**config.mk**
```make
export PLATFORM = sky130hd
export DESIGN_NAME = layer_seq
export DESIGN_NICKNAME = d
export VERILOG_FILES = /design/src/rtl/layer_seq.sv
export SDC_FILE = /design/constraint.sdc
export NUM_CORES = 1
export LEC_CHECK = 0
export ABC_AREA = 1
export BUFFER_PORTS_ARGS = -buffer_cell sky130_fd_sc_hd__buf_4
export CAP_MARGIN = 10
export CELL_PAD_IN_SITES_DETAIL_PLACEMENT = 1
export CELL_PAD_IN_SITES_GLOBAL_PLACEMENT = 2
export CORE_ASPECT_RATIO = 1.2
export CORE_MARGIN = 2
export CORE_UTILIZATION = 33
export CTS_CLUSTER_SIZE = 24
export DETAILED_ROUTE_END_ITERATION = 12
export GPL_TIMING_DRIVEN = 0
export PLACE_DENSITY = 0.85
export SYNTH_ARGS = -nofsm -noshare
export SYNTH_HDL_FRONTEND = slang
export SYNTH_SLANG_ARGS = --single-unit
```
**constraint.sdc**
```tcl
create_clock -name clk -period 2.2 [get_ports clk]
set_input_delay 0.11 -clock clk [delete_from_list [all_inputs] [get_ports clk]]
set_output_delay 0.11 -clock clk [all_outputs]
set_load 0.03 [all_outputs]
```
**src/rtl/layer_seq.sv**
```systemverilog
// rtl/layer_seq.sv - per-image CNN layer sequencer with watchdog and cycle counter
//
// Started once per image. Pulses each layer engine's start in index order,
// waits for that layer's done, then reports completion to the image loop.
//
// Ports
//   clk          in   system clock
//   reset        in   synchronous, active-high reset
//   inner_start  in   1-cycle pulse: run all layers for one image
//   layer_done   in   [NUM_LAYERS] 1-cycle done pulse per layer engine
//   layer_start  out  [NUM_LAYERS] one-hot 1-cycle start pulse per layer
//   cur_layer    out  [LBW] active layer index (memory bank select)
//   busy         out  high from launch until inner_done or error
//   inner_done   out  1-cycle pulse: all layers completed
//   err          out  sticky watchdog error flag
//   err_layer    out  [LBW] layer index that timed out
//   perf_cycles  out  [CYC_BW] cycles of last completed image, saturating
module layer_seq #(
  parameter int NUM_LAYERS = 5,
  parameter int TIMEOUT    = 65535,
  parameter int CYC_BW     = 24,
  parameter int LBW        = $clog2(NUM_LAYERS)
) (
  input  logic                  clk,
  input  logic                  reset,
  input  logic                  inner_start,
  input  logic [NUM_LAYERS-1:0] layer_done,
  output logic [NUM_LAYERS-1:0] layer_start,
  output logic [LBW-1:0]        cur_layer,
  output logic                  busy,
  output logic                  inner_done,
  output logic                  err,
  output logic [LBW-1:0]        err_layer,
  output logic [CYC_BW-1:0]     perf_cycles
);

  typedef enum logic [1:0] {
    S_IDLE = 2'd0,
    S_WAIT = 2'd1,
    S_ERR  = 2'd2
  } state_t;

  localparam logic [CYC_BW-1:0] CYC_MAX = {CYC_BW{1'b1}};
  localparam bit                WD_EN   = (TIMEOUT != 0);
  localparam logic [31:0]       WD_LAST = WD_EN ? 32'(TIMEOUT - 1) : 32'd0;

  state_t                  state, state_n;
  logic [NUM_LAYERS-1:0]   layer_start_n;
  logic [LBW-1:0]          cur_layer_n, err_layer_n;
  logic                    busy_n, inner_done_n, err_n;
  logic [CYC_BW-1:0]       perf_n, cnt, cnt_n, cnt_inc;
  logic [31:0]             wd, wd_n;
  logic                    done_hit, last_layer, timeout_hit;

  // Only the active layer's done bit matters; all other bits are ignored.
  assign done_hit    = |(layer_done & (NUM_LAYERS'(1) << cur_layer));
  assign last_layer  = (cur_layer == LBW'(NUM_LAYERS - 1));
  assign timeout_hit = WD_EN && (wd == WD_LAST);
  assign cnt_inc     = (cnt == CYC_MAX) ? cnt : cnt + CYC_BW'(1);

  always_ff @(posedge clk) begin
    if (reset) begin
      state       <= S_IDLE;
      layer_start <= '0;
      cur_layer   <= '0;
      busy        <= 1'b0;
      inner_done  <= 1'b0;
      err         <= 1'b0;
      err_layer   <= '0;
      perf_cycles <= '0;
      cnt         <= '0;
      wd          <= '0;
    end else begin
      state       <= state_n;
      layer_start <= layer_start_n;
      cur_layer   <= cur_layer_n;
      busy        <= busy_n;
      inner_done  <= inner_done_n;
      err         <= err_n;
      err_layer   <= err_layer_n;
      perf_cycles <= perf_n;
      cnt         <= cnt_n;
      wd          <= wd_n;
    end
  end

  always_comb begin
    state_n       = state;
    layer_start_n = '0;
    cur_layer_n   = cur_layer;
    busy_n        = busy;
    inner_done_n  = 1'b0;
    err_n         = err;
    err_layer_n   = err_layer;
    perf_n        = perf_cycles;
    cnt_n         = cnt;
    wd_n          = wd;
    case (state)
      S_IDLE, S_ERR: begin
        // A launch from ERR also clears the sticky error.
        if (inner_start) begin
          state_n       = S_WAIT;
          layer_start_n = NUM_LAYERS'(1);
          cur_layer_n   = '0;
          busy_n        = 1'b1;
          err_n         = 1'b0;
          err_layer_n   = '0;
          cnt_n         = '0;
          wd_n          = '0;
        end
      end
      S_WAIT: begin
        cnt_n = cnt_inc;
        // Done takes priority over a timeout in the same cycle.
        if (done_hit) begin
          wd_n = '0;
          if (last_layer) begin
            state_n      = S_IDLE;
            inner_done_n = 1'b1;
            busy_n       = 1'b0;
            perf_n       = cnt_inc;
          end else begin
            cur_layer_n   = cur_layer + LBW'(1);
            layer_start_n = NUM_LAYERS'(1) << cur_layer_n;
          end
        end else if (timeout_hit) begin
          state_n     = S_ERR;
          err_n       = 1'b1;
          err_layer_n = cur_layer;
          busy_n      = 1'b0;
        end else if (WD_EN) begin
          wd_n = wd + 32'd1;
        end
      end
      default: state_n = S_IDLE;
    endcase
  end

endmodule

```
## After elaboration in Yosys (flattened, before gate mapping)

Index checks and enable logic that the tools add are counted.

| word-level totals | value |
|---|---|
| bits of input ports | 8 |
| word-level logic and storage cells | 76 |
| bits in registers | 96 |

| cells by class | value |
|---|---|
| mux-type cells | 33 |
| shifts and indexed selects | 2 |
| bitwise logic cells | 3 |
| eq/ne operators | 13 |
| reduce and logical (&&, ||, !) cells | 12 |
| $add $sub $neg | 3 |

Operators with widths:

| kind | number |
|---|---|
| two-way mux 32 bit | 3 |
| one-hot mux 32 bit (2 select lines) | 1 |
| two-way mux 24 bit | 2 |
| one-hot mux 24 bit (2 select lines) | 1 |
| adder 32 x 1 -> 32 bit, second input constant | 1 |
| equality test 32 x 16 -> 1 bit, second input constant | 1 |
| adder 24 x 1 -> 24 bit, second input constant | 1 |
| equality test 24 bit, second input constant | 1 |
| two-way mux 3 bit | 5 |
| one-hot mux 3 bit (2 select lines) | 2 |
| AND reduction 4 bit | 3 |
| two-way mux 5 bit | 2 |
| != test 2 bit, second input constant | 5 |
| one-hot mux 5 bit (2 select lines) | 1 |
| left shift 1 x 3 -> 5 bit, first input constant | 2 |
| two-way mux 1 bit | 9 |
| != test 3 bit, second input constant | 3 |
| AND reduction 3 bit | 3 |
| two-way mux 2 bit | 4 |
| bitwise AND 5 bit | 1 |
| OR reduction 5 bit | 1 |
| one-hot mux 1 bit (2 select lines) | 2 |
| one-hot mux 2 bit (2 select lines) | 1 |
| adder 3 x 1 -> 3 bit, second input constant | 1 |
| 9 further kinds | 10 |

## Depth between registers and ports, before layout

| depth | value |
|---|---|
| word-level depth | 5 |
| mapped depth | 13 |
| mapped depth without buffers | 13 |

## Least setup slack after synthesis

OpenSTA, ideal clock, no wires.

| timing path | value |
|---|---|
| path kind | flip-flop to flip-flop |
| start | register cur_layer[0] |
| end | register wd[31] |
| data arrival time | 1.985 ns |
| slack | 0.146 ns |
| data required time | 2.131 ns |
| cell stages (with the launch flop) | 13 |
| buffers on the path | 1 |
| clock period less this slack | 2.054 ns |
| cells stage by stage | dfxtp_1 -> inv_1 -> ha_1 -> nand3_1 -> nand2_1 -> inv_1 -> nand3_2 -> nor2_2 -> nand2_4 -> nand2_8 -> buf_12 -> nand2_1 -> a21oi_2 |

| on the way | value |
|---|---|
| cells in the longest elaborated chain, start to end | 5 |
| elaborated cells on any way between the ends | 7 |

RTL lines:

| what | line | source |
|---|---|---|
| start, declared | 29 | `output logic [LBW-1:0] cur_layer,` |
| start signal, assigned | 76 | `cur_layer <= cur_layer_n;` |
| left shift 1 x 3 -> 5 bit * | 56 | `assign done_hit = \|(layer_done & (NUM_LAYERS'(1) << cur_layer));` |
| bitwise AND 5 bit * | 56 |  |
| OR reduction 5 bit * | 56 |  |
| != test 3 bit (no line) / two-way mux 32 bit (equally long branches) | n/a |  |
| AND reduction 3 bit (no line) / one-hot mux 32 bit (2 select lines) (equally long branches) | n/a |  |
| end signal, assigned | 83 | `wd <= wd_n;` |
| end, declared | 52 | `logic [31:0] wd, wd_n;` |

Every way passes the cells marked *; elsewhere a longest branch is shown, timed or not.
A chain may end at the register's enable or synchronous reset.

## Worst setup path in the final report

| timing path | value |
|---|---|
| start | register state[0] |
| end | register wd[26] |

| on the way | value |
|---|---|
| cells in the longest elaborated chain, start to end | 4 |
| elaborated cells on any way between the ends | 9 |

RTL lines:

| what | line | source |
|---|---|---|
| start, declared | 47 | `state_t state, state_n;` |
| start signal, assigned | 74 | `state <= state_n;` |
| equality test 2 bit / logical NOT 2 bit (equally long branches) | 98 | `case (state)` |
| OR reduction 2 bit | 98 |  |
| != test 2 bit (no line) / nonzero test 2 bit (equally long branches) | n/a |  |
| AND reduction 3 bit (no line) | n/a |  |

Several ways; a longest one is shown, not always the timed one.

==> flow_summary.yaml <==
min_path:
  hp-class: "in2reg"
sta:
  relSlewSlack_pct: 45.5
  setup_violations: 0
  period_share_pct: 93.2
  max_freq_mhz: 488
  tightest_slew_ps: 818
  finalCriticalPeriod_ps: 2050
  hold_viol_final: 0
  drv_slew: 0
  tns_ps: 0
  fin_worst_skew_ps: 12.1
die:
  start_util_pct: 33.8
  rows: 52
  core_area_sq_um: 16900
  dieHeight_um: 148
  dieWidth_um: 124
  io_pins: 46
  die_area_sq_um: 18400
worst_setup_path:
  crit_fanout: 10
  cp.required_ps: 2490
  end_kind: "flip-flop"
  slowest_delay_ps: 600
  cp-start-kind: "flip-flop"
  path_delay_family: "buffers and inverters"
  worst_ep_arrival_time_ps: 2340
  cpMaxStageDelayCell: "clkbuf_1"
  worstPathBufferInverterCount: 3
  path_cells: "inv_2, nor2_2, buf_2, clkbuf_1, nand4_1, a21oi_2"
  critPathKind: "reg2reg"
global_route:
  grt_antenna_before_repair: 0
  grt.overflow.total: 0
  grt_max_degree: 18
  track_usage_pct: 21.6
  grt_pass1_vias: 5994
  grt_pass1_wl_um: 31600
synthesis:
  ys_seq_elements: 96
  yosys.area.top_type: "dfxtp_1"
  yosys_warnings: 0
  syn_area_sq_um: 5720
  synth_cells: 910
  synth.distinct_cells: 32
  synth_area_leaders: "dfxtp_1 (34%), nand2_1 (18%), nor2_1 (11%)"
  syn_nets: 928
  synth_area_per_cell_sq_um: 6.29
  ys_seq_area_share_pct: 33.6
  yosys.area.top_type_share_pct: 33.6
routing:
  drt_first_pass_iters: 4
  via_per_inst: 4.95
  final_antenna_net_count: 0
  drc: 0
  avgRoutedWirePerCell_um: 16.5
  num_vias: 5891
  wl_um: 19600
  drtIter0Drc: 347
place:
  place.port_buffers: 44
  hpwlAfterDp_um: 15200
  place_area_sq_um: 6320
  routabilityCongestion: 0.851
power_and_ir_drop:
  swShare_pct: 31.4
  seqPwrFrac_pct: 45.0
  vdd.ir_drop.worst_mv: 0.331
  p_leak_nw: 2.56
  p_clk_share_pct: 40.4
  p_per_area_nw_per_um2: 599
  power.internal_w: 0.00275
  power.switching_w: 0.00126
  combPwrFrac_pct: 14.6
clock_network:
  cts_hold_buf: 0
  clk_pin_slew_worst_paths_ps: 80
  numCtsBuffers: 9
  cts.sinks: 96
  clock-root-buffer: "clkbuf_16"
  cts_buffer_depth: 2
  cts_max_level: 3
  clk_latency_ps: 360
  cts_tree: "done"
run:
  max-cap-violations: 0
layout:
  final_common_cell: "nand2_1"
  layout.cells.most_common_list: "nand2_1 (273), nor2_1 (170), dfxtp_1 (94)"
  drive_gt1_share_pct: 15.2
  nFillCells: 2276
  multiInputGateArea_sq_um: 3400
  seq_area_sq_um: 1930
  fin_nets: 986
  syn2layout_area_growth_pct: 16.8
  diodes: 0
  finalInstanceArea_sq_um: 6680
outcome:
  status: "finished clean"
## worst paths after layout
check	endpoint	cells past startpoint	slack (ps)	from
max	wd[26]	6	150	state[0]
min	state[1]	4	60	inner_start
max reg2reg	wd[26]	6	150	state[0]
min reg2reg	err_layer[1]	2	470	err_layer[1]
## cell usage after synthesis, drive strengths merged
cell type  count
nand3         60
nor3           8
nand3b         6
or2            6
ha            10
nand4         31
o21bai         3
o21ai         32
inv           69
dfxtp         96
buf           16
nor2         186
clkbuf        16
xnor2          4
xor2          10
and3           1
nand2        296
a21oi         60
## cell type report
| class | instances | area share, % |
|---|---|---|
| Inverter | 69 | 3.88 |
| Sequential cell | 96 | 28.8 |
| Multi-Input combinational cell | 713 | 50.8 |
| Buffer | 32 | 2.86 |
| Clock buffer | 10 | 3.58 |
| Timing Repair Buffer | 47 | 5.28 |
| Clock inverter | 6 | 0.711 |
| Tap cell | 216 | 4.04 |
## flip-flops by register name, indices dropped and copies added, names as in the netlist, 2 cells and up
| signal | count |
|---|---|
| wd | 32 |
| layer_start | 5 |
| err_layer | 3 |
| cur_layer | 3 |
| perf_cycles | 24 |
| cnt | 24 |
| state | 2 |
## power by group through the flow
stage               combinational, W  clock (W)  sequential (W)
detailed placement          0.000564          0         0.00184
finish                      0.000585    0.00162         0.00180
floorplan                   0.000307          0         0.00188
global route                0.000636    0.00172         0.00180
global placement            0.000560          0         0.00184
CTS                         0.000570    0.00166         0.00180
## through the flow
stage / cells / power (W) / worst slack (ps) / hold slack, ps / util, %
after floorplan: 910 / 0.00219 / 146 / 310 / -
after global placement: 1170 / 0.00240 / -238 / 431 / 37.4
after detailed placement: 1170 / 0.00240 / -272 / 432 / 37.4
after CTS: 1188 / 0.00403 / -0.518 / 55.0 / 39.2
after global routing: 1189 / 0.00416 / -0.992 / 79.7 / 39.5
final: 1189 / 0.00400 / 149 / 61.7 / 39.5
## per-layer routing
layer | up-vias | global-route usage, % | wire [um]
li1 | 3016 | - | -
met1 | 2789 | 25.6 | 8460
met2 | 62 | 40.2 | 10300
met3 | 24 | 2.66 | 423
met4 | 0 | 7.36 | 427
met5 | - | 0 | 0
## cell families after synthesis
family,after synthesis,share of synthesized area [%]
simple gates,594,44.8
xor+xnor,14,2.14
buf+inv,101,7.70
flops,96,33.6
fa+ha+maj,10,2.19
compound gates,95,9.55
## tightest hold or removal path: cells and delay by family
family                 cells  cell delay (ps)
and+or+nand+nor            1               80
AOI/OAI and AO/OA          1               60
buffers and inverters      2              130
## repair_timing
| action | in CTS | in global routing |
|---|---|---|
| setup endpoints to repair | 54 | 58 |
| gates resized for setup | 5 | 20 |
| pin swaps | 1 | 0 |
| hold endpoints to repair | 0 | 0 |
| setup buffers | 2 | 1 |
No activity file was read; power rests on OpenSTA's default activity.
